`src/rtl/eth_frame_rx.sv`:
```
`default_nettype none
// +----------------------------------------------------------------------------+
// | Module      : eth_frame_rx                                                 |
// | Description : 10BASE-T bit-serial frame receiver. Hunts the alternating   |
// |               preamble and "11" SFD on the decoded LSB-first bit stream,  |
// |               assembles bytes and streams them out with SOF/EOF framing,  |
// |               reporting frame length and alignment/length/FCS errors.     |
// |               Optional FCS checking is built when ETH_RX_CRC_CHECK_EN is  |
// |               defined; otherwise rx_err_crc is tied low.                  |
// | Revision    : 1.0 - initial release                                       |
// +----------------------------------------------------------------------------+
module eth_frame_rx #(
  parameter int MAX_LEN = 1518,
  parameter int LEN_W   = 11,
  parameter int MIN_PRE = 16
) (
  input  logic             clk,
  input  logic             rst_n,
  input  logic             enable,
  input  logic             rx_bit,
  input  logic             rx_carrier,
  output logic [7:0]       rx_byte,
  output logic             rx_byte_valid,
  output logic             rx_sof,
  output logic             rx_eof,
  output logic [LEN_W-1:0] rx_len,
  output logic             rx_err_align,
  output logic             rx_err_long,
  output logic             rx_err_crc,
  output logic             rx_busy
);

  typedef enum logic [1:0] {
    S_IDLE     = 2'd0,
    S_PREAMBLE = 2'd1,
    S_DATA     = 2'd2
  } state_t;

  localparam logic [5:0]       c_PRE_SAT = 6'd63;
  localparam logic [5:0]       c_MIN_PRE = 6'(MIN_PRE);
  localparam logic [LEN_W-1:0] c_MAX_LEN = LEN_W'(MAX_LEN);

  state_t     r_state;
  state_t     w_state_nxt;
  logic [5:0] r_pre_cnt;
  logic       r_prev;
  logic [2:0] r_bit_cnt;
  logic [7:0] r_shift;
  logic [7:0] w_shift_nxt;

  // Per-strobe decoded events
  logic w_start_pre;
  logic w_pre_alt;
  logic w_pre_clr;
  logic w_sfd;
  logic w_data_bit;
  logic w_eof;
  logic w_byte_done;

  // State register
  always_ff @(posedge clk or negedge rst_n) begin
    if (!rst_n) r_state <= S_IDLE;
    else        r_state <= w_state_nxt;
  end

  // Next-state decode and per-strobe event generation
  always_comb begin
    w_state_nxt = r_state;
    w_start_pre = 1'b0;
    w_pre_alt   = 1'b0;
    w_pre_clr   = 1'b0;
    w_sfd       = 1'b0;
    w_data_bit  = 1'b0;
    w_eof       = 1'b0;
    if (enable) begin
      case (r_state)
        S_IDLE: begin
          if (rx_carrier && rx_bit) begin
            w_state_nxt = S_PREAMBLE;
            w_start_pre = 1'b1;
          end
        end
        S_PREAMBLE: begin
          if (!rx_carrier) begin
            w_state_nxt = S_IDLE;
          end else if (rx_bit != r_prev) begin
            w_pre_alt = 1'b1;
          end else if (rx_bit && (r_pre_cnt >= c_MIN_PRE)) begin
            w_sfd       = 1'b1;
            w_state_nxt = S_DATA;
          end else begin
            w_pre_clr = 1'b1;
          end
        end
        S_DATA: begin
          if (rx_carrier) begin
            w_data_bit = 1'b1;
          end else begin
            w_eof       = 1'b1;
            w_state_nxt = S_IDLE;
          end
        end
        default: w_state_nxt = S_IDLE;
      endcase
    end
  end

  assign w_byte_done = w_data_bit && (r_bit_cnt == 3'd7);
  assign rx_busy     = (r_state != S_IDLE);

  // Preamble run-length counter; a repeated bit restarts the run
  always_ff @(posedge clk or negedge rst_n) begin
    if (!rst_n) begin
      r_pre_cnt <= 6'd0;
      r_prev    <= 1'b0;
    end else if (w_start_pre) begin
      r_pre_cnt <= 6'd1;
      r_prev    <= 1'b1;
    end else if (w_pre_alt) begin
      if (r_pre_cnt != c_PRE_SAT) r_pre_cnt <= r_pre_cnt + 6'd1;
      r_prev <= rx_bit;
    end else if (w_pre_clr) begin
      r_pre_cnt <= 6'd0;
      r_prev    <= rx_bit;
    end
  end

  // Byte under assembly with the current bit merged in at its LSB-first slot
  always_comb begin
    w_shift_nxt            = r_shift;
    w_shift_nxt[r_bit_cnt] = rx_bit;
  end

  // Byte assembly register and bit position
  always_ff @(posedge clk or negedge rst_n) begin
    if (!rst_n) begin
      r_shift   <= 8'd0;
      r_bit_cnt <= 3'd0;
    end else if (w_sfd) begin
      r_bit_cnt <= 3'd0;
    end else if (w_data_bit) begin
      r_shift   <= w_shift_nxt;
      r_bit_cnt <= r_bit_cnt + 3'd1;
    end
  end

  // Byte/EOF pulses, length and alignment/length error reporting
  always_ff @(posedge clk or negedge rst_n) begin
    if (!rst_n) begin
      rx_byte       <= 8'd0;
      rx_byte_valid <= 1'b0;
      rx_sof        <= 1'b0;
      rx_eof        <= 1'b0;
      rx_len        <= '0;
      rx_err_align  <= 1'b0;
      rx_err_long   <= 1'b0;
    end else begin
      rx_byte_valid <= 1'b0;
      rx_sof        <= 1'b0;
      rx_eof        <= 1'b0;
      if (w_sfd) begin
        rx_len       <= '0;
        rx_err_align <= 1'b0;
        rx_err_long  <= 1'b0;
      end
      if (w_byte_done) begin
        if (rx_len < c_MAX_LEN) begin
          rx_byte       <= w_shift_nxt;
          rx_byte_valid <= 1'b1;
          rx_sof        <= (rx_len == '0);
          rx_len        <= rx_len + LEN_W'(1);
        end else begin
          // Oversized frame: byte is dropped, length stays pinned at the limit
          rx_err_long <= 1'b1;
        end
      end
      if (w_eof) begin
        rx_eof       <= 1'b1;
        rx_err_align <= (r_bit_cnt != 3'd0);
      end
    end
  end

`ifdef ETH_RX_CRC_CHECK_EN
  localparam logic [31:0] c_CRC_POLY    = 32'hEDB8_8320;
  localparam logic [31:0] c_CRC_INIT    = 32'hFFFF_FFFF;
  localparam logic [31:0] c_CRC_RESIDUE = 32'hDEBB_20E3;

  logic [31:0] r_crc;
  logic [31:0] w_crc_nxt;

  // One reflected CRC-32 step for the current line bit
  always_comb begin
    w_crc_nxt = {1'b0, r_crc[31:1]} ^ ((r_crc[0] ^ rx_bit) ? c_CRC_POLY : 32'd0);
  end

  // Running CRC over all data bits, FCS included; residue compared at EOF
  always_ff @(posedge clk or negedge rst_n) begin
    if (!rst_n) begin
      r_crc      <= c_CRC_INIT;
      rx_err_crc <= 1'b0;
    end else begin
      if (w_sfd)           r_crc <= c_CRC_INIT;
      else if (w_data_bit) r_crc <= w_crc_nxt;
      if (w_sfd) begin
        rx_err_crc <= 1'b0;
      end else if (w_eof) begin
        rx_err_crc <= (r_crc != c_CRC_RESIDUE) | (r_bit_cnt != 3'd0) | rx_err_long;
      end
    end
  end
`else
  assign rx_err_crc = 1'b0;
`endif

endmodule
`default_nettype wire
```
`config.mk`:
```
export PLATFORM = sky130hd
export DESIGN_NAME = eth_frame_rx
export DESIGN_NICKNAME = d
export VERILOG_FILES = /design/src/rtl/eth_frame_rx.sv
export SDC_FILE = /design/constraint.sdc
export NUM_CORES = 1
export LEC_CHECK = 0
export BUFFER_PORTS_ARGS = -buffer_cell sky130_fd_sc_hd__buf_2
export CAP_MARGIN = 20
export CORE_UTILIZATION = 41
export CTS_CLUSTER_SIZE = 14
export DETAILED_ROUTE_END_ITERATION = 12
export PLACE_DENSITY = 0.63
export SYNTH_ARGS = -nofsm -noshare
export SYNTH_HDL_FRONTEND = slang
export SYNTH_SLANG_ARGS = --single-unit
```
`constraint.sdc`:
```
create_clock -name clk -period 1.9 [get_ports clk]
set_input_delay 0.095 -clock clk [delete_from_list [all_inputs] [get_ports clk]]
set_output_delay 0.095 -clock clk [all_outputs]
set_load 0.01 [all_outputs]
```
==> results.sh <==
export IMPL_status="completed"
export IMPL_clk_latency_ns=0.30
export IMPL_antenna_cells=0
export IMPL_worst_slack_ns=0.160
export IMPL_slew_viol_final=0
export IMPL_clock_sinks=44
export IMPL_final_antenna_net_count=0
export IMPL_syn_area_mm2=0.00227
export IMPL_ys_seq_elements=44
export IMPL_dpl_cell_area_mm2=0.00253
export IMPL_drt_pass1_iter_count=4
export IMPL_drc=0
export IMPL_swShare_pct=28.0
export IMPL_layout_nets=274
export IMPL_max_stage_delay_ns=0.50
export IMPL_fmax_mhz=575
export IMPL_rsz0062_at_grt="no"
export IMPL_finalSetupTns_ns=0
export IMPL_vdd_drop_max_mv=0.424
export IMPL_io_buffers=29
export IMPL_die_area_mm2=0.00583
export IMPL_r2r_start="r_state[1]"
export IMPL_rows=26
export IMPL_startpoint="r_state[1]"
export IMPL_die_x_um=76.3
export IMPL_finalNonFillerCells=334
export IMPL_clockRootBuffer="clkbuf_8"
export IMPL_start_util_pct=43.5
export IMPL_start_kind="flop"
export IMPL_antenna_found_initial=0
export IMPL_gp_congestion=0.746
export IMPL_fillers=506
export IMPL_clockPowerShare_pct=32.9
export IMPL_cts_buffer_depth=2
export IMPL_wl_um=4620
export IMPL_wl_per_cell_um=13.8
export IMPL_skew_ns=0.00808
export IMPL_critPathRequiredTime_ns=2.08
export IMPL_crit_path_end_kind="flop"
export IMPL_die_y_um=76.3
export IMPL_final_cell_mix="dfrtp_1, buf_2, nand2_1, o21ai_0, o31ai_1"
export IMPL_finalSetupViolations=0
export IMPL_first_global_vias=1675
export IMPL_fin_crit_sh_pct=91.6
export IMPL_reg2reg_depth=4
export IMPL_htreeDepth=2
export IMPL_cts_clk_slew_worst_paths_ns=0.08
export IMPL_worst_slew_pin_slew_ns=0.594
export IMPL_track_usage_pct=17.6
export IMPL_power_switching_w=0.000605
export IMPL_grt_first_pass_wirelength_um=8020
export IMPL_cts_buffers=5
export IMPL_cts_tree="done"
export IMPL_syn_inst=226
export IMPL_crit_path_end="r_pre_cnt[0]"
export IMPL_ys_seq_area_share_pct=48.6
export IMPL_worstSetupPathType="flop to flop"
export IMPL_core_mm2=0.00520
export IMPL_arrival_ns=1.92
export IMPL_intPower_w=0.00155
export IMPL_num_vias=1789
export IMPL_ys_types=36
export IMPL_routed_via_density=5.36
export IMPL_p_comb_share_pct=17.4
export IMPL_num_io_pins=31
export IMPL_cpMaxStageDelayCell="nor4_4"
export IMPL_path_max_fanout=8
export IMPL_r2r_slack_ns=0.16
export IMPL_drive_above_1_share_pct=21.2
export IMPL_powerDensity_mw_per_mm2=813
export IMPL_grt_max_degree=45
export IMPL_slew_limit_headroom_pct=60.0
export IMPL_leakage_nw=1.20
export IMPL_drv_cap=0
export IMPL_r2r_end="r_pre_cnt[0]"
export IMPL_final_common_cell="dfrtp_1"
export IMPL_syn_to_final_growth_pct=17.1
export IMPL_cp_cell_sequence="nand4b_1 -> nor4_4 -> nor2_2 -> mux2_1"
export IMPL_hold_violations=0
export IMPL_place_inst=325
export IMPL_pre_cts_slack_ns=0.145
export IMPL_grt_ovfl_total=0
export IMPL_synth_warning_count=0
export IMPL_fin_util_pct=51.0
export IMPL_hold_class="input port to flop"
export IMPL_p_seq_share_pct=49.7
export IMPL_stdcell_area_mm2=0.00265
export IMPL_period_minus_slack_ns=1.74
export IMPL_synth_fp_nets=237
export IMPL_synth_area_per_cell_um2=10.0
export IMPL_drt_initial_drc_count=82
export IMPL_hpwl_um=3240
==> cells by family (layout without fill, tap and decap cells) <==
logic type	count (synthesis)	in the layout	synth area share [%]
adders and majority gates	6	6	3.31
DFF	44	44	48.6
and+or+nand+nor	75	75	18.5
other	1	1	0.165
AOI/OAI and AO/OA	57	57	16.3
xor gates and xnor gates	1	1	0.387
buffers and inverters	24	62	4.58
muxes	18	18	8.12
==> metal layers <==
metal,part of all wire (%),track usage (%),vias up
met4,1.7,6.92,0
li1,-,-,908
met5,0,0,-
met2,46,27.3,30
met1,49,23.7,845
met3,3.5,4.07,6
==> worst max-delay path, delay by kind of cell, from the launching register on <==
family | cells | cell delay (ns)
simple gates | 3 | 0.87
flops | 1 | 0.42
mux | 1 | 0.33
==> repair_timing <==
item                                   in CTS  in global routing
hold buffers                                1                  0
setup endpoints to repair                   0                  1
gates resized for setup                     0                  1
setup buffers                               0                  0
endpoints found under the hold margin      44                  0
==> flip-flops by register name (all words and copies together) (netlist names), 2 cells and up <==
signal,count
r_pre_cnt,6
rx_byte,8
r_state,2
rx_len,11
r_bit_cnt,3
r_shift,8
==> Yosys cell counts <==
library cell / n / area share, %
mux2i_1: 15 / 6.6
nor4_1: 3 / 0.83
o41ai_1: 1 / 0.39
o21ai_0: 20 / 4.4
o2111ai_4: 1 / 1.2
mux2_1: 2 / 0.99
and4bb_2: 1 / 0.55
a21oi_1: 10 / 2.2
xnor2_1: 1 / 0.39
nand2b_1: 1 / 0.28
nand3_1: 11 / 2.4
buf_2: 2 / 0.44
ha_1: 6 / 3.3
conb_1: 1 / 0.17
dfrtp_1: 44 / 49
nand2_1: 24 / 4.0
nor2_1: 5 / 0.83
a41oi_1: 1 / 0.39
nand4b_1: 1 / 0.39
nand4_1: 5 / 1.4
nor2_2: 1 / 0.28
nor4bb_1: 1 / 0.44
or4_1: 7 / 2.3
nor3b_1: 2 / 0.66
o211ai_1: 3 / 0.99
clkbuf_1: 7 / 1.2
o31ai_1: 17 / 5.6
inv_1: 13 / 2.2
a31oi_1: 3 / 0.83
buf_4: 1 / 0.33
nor4_4: 1 / 0.94
mux2_2: 1 / 0.50
and4b_2: 2 / 0.99
a22oi_1: 1 / 0.33
buf_6: 1 / 0.50
nor3_1: 10 / 2.2
==> worst min-delay path by stage <==
stage | start | end | slack [ns] | depth (start not counted)
after floorplan | rst_n | r_bit_cnt[0] | -0.20 | 0
after global placement | rst_n | rx_byte[6] | 0.21 | 2
after detailed placement | rst_n | rx_byte[4] | 0.21 | 2
after CTS | rx_carrier | rx_eof | 0.07 | 2
after global routing | rx_carrier | rx_eof | 0.1 | 2
final | rx_carrier | rx_eof | 0.1 | 2
==> through the flow <==
stage / power [W] / hold slack (ns)
floorplan: 0.00133 / -0.201
global route: 0.00228 / 0.0999
detailed placement: 0.00147 / 0.208
global placement: 0.00146 / 0.209
CTS: 0.00219 / 0.0743
finish: 0.00216 / 0.0983
==> power by group through the flow <==
stage	Sequential [W]	Combinational, W	Clock, W
6_report	0.00107	0.000376	0.000709
5_1_grt	0.00108	0.000429	0.000765
4_1_cts	0.00107	0.000381	0.000739
3_5_place_dp	0.00109	0.000377	0
3_3_place_gp	0.00109	0.000372	0
2_1_floorplan	0.00109	0.000246	0
==> layout make-up <==
| class | instances | area, um2 | area share, % |
|---|---|---|---|
| Timing Repair Buffer | 41 | 238 | 8.96 |
| Clock buffer | 6 | 72.6 | 2.73 |
| Sequential cell | 44 | 1100 | 41.5 |
| Multi-Input combinational cell | 158 | 1070 | 40.4 |
| Tap cell | 70 | 87.6 | 3.30 |
| Inverter | 13 | 48.8 | 1.84 |
| Clock inverter | 2 | 35.0 | 1.32 |
(Power assumes the default switching activity.)
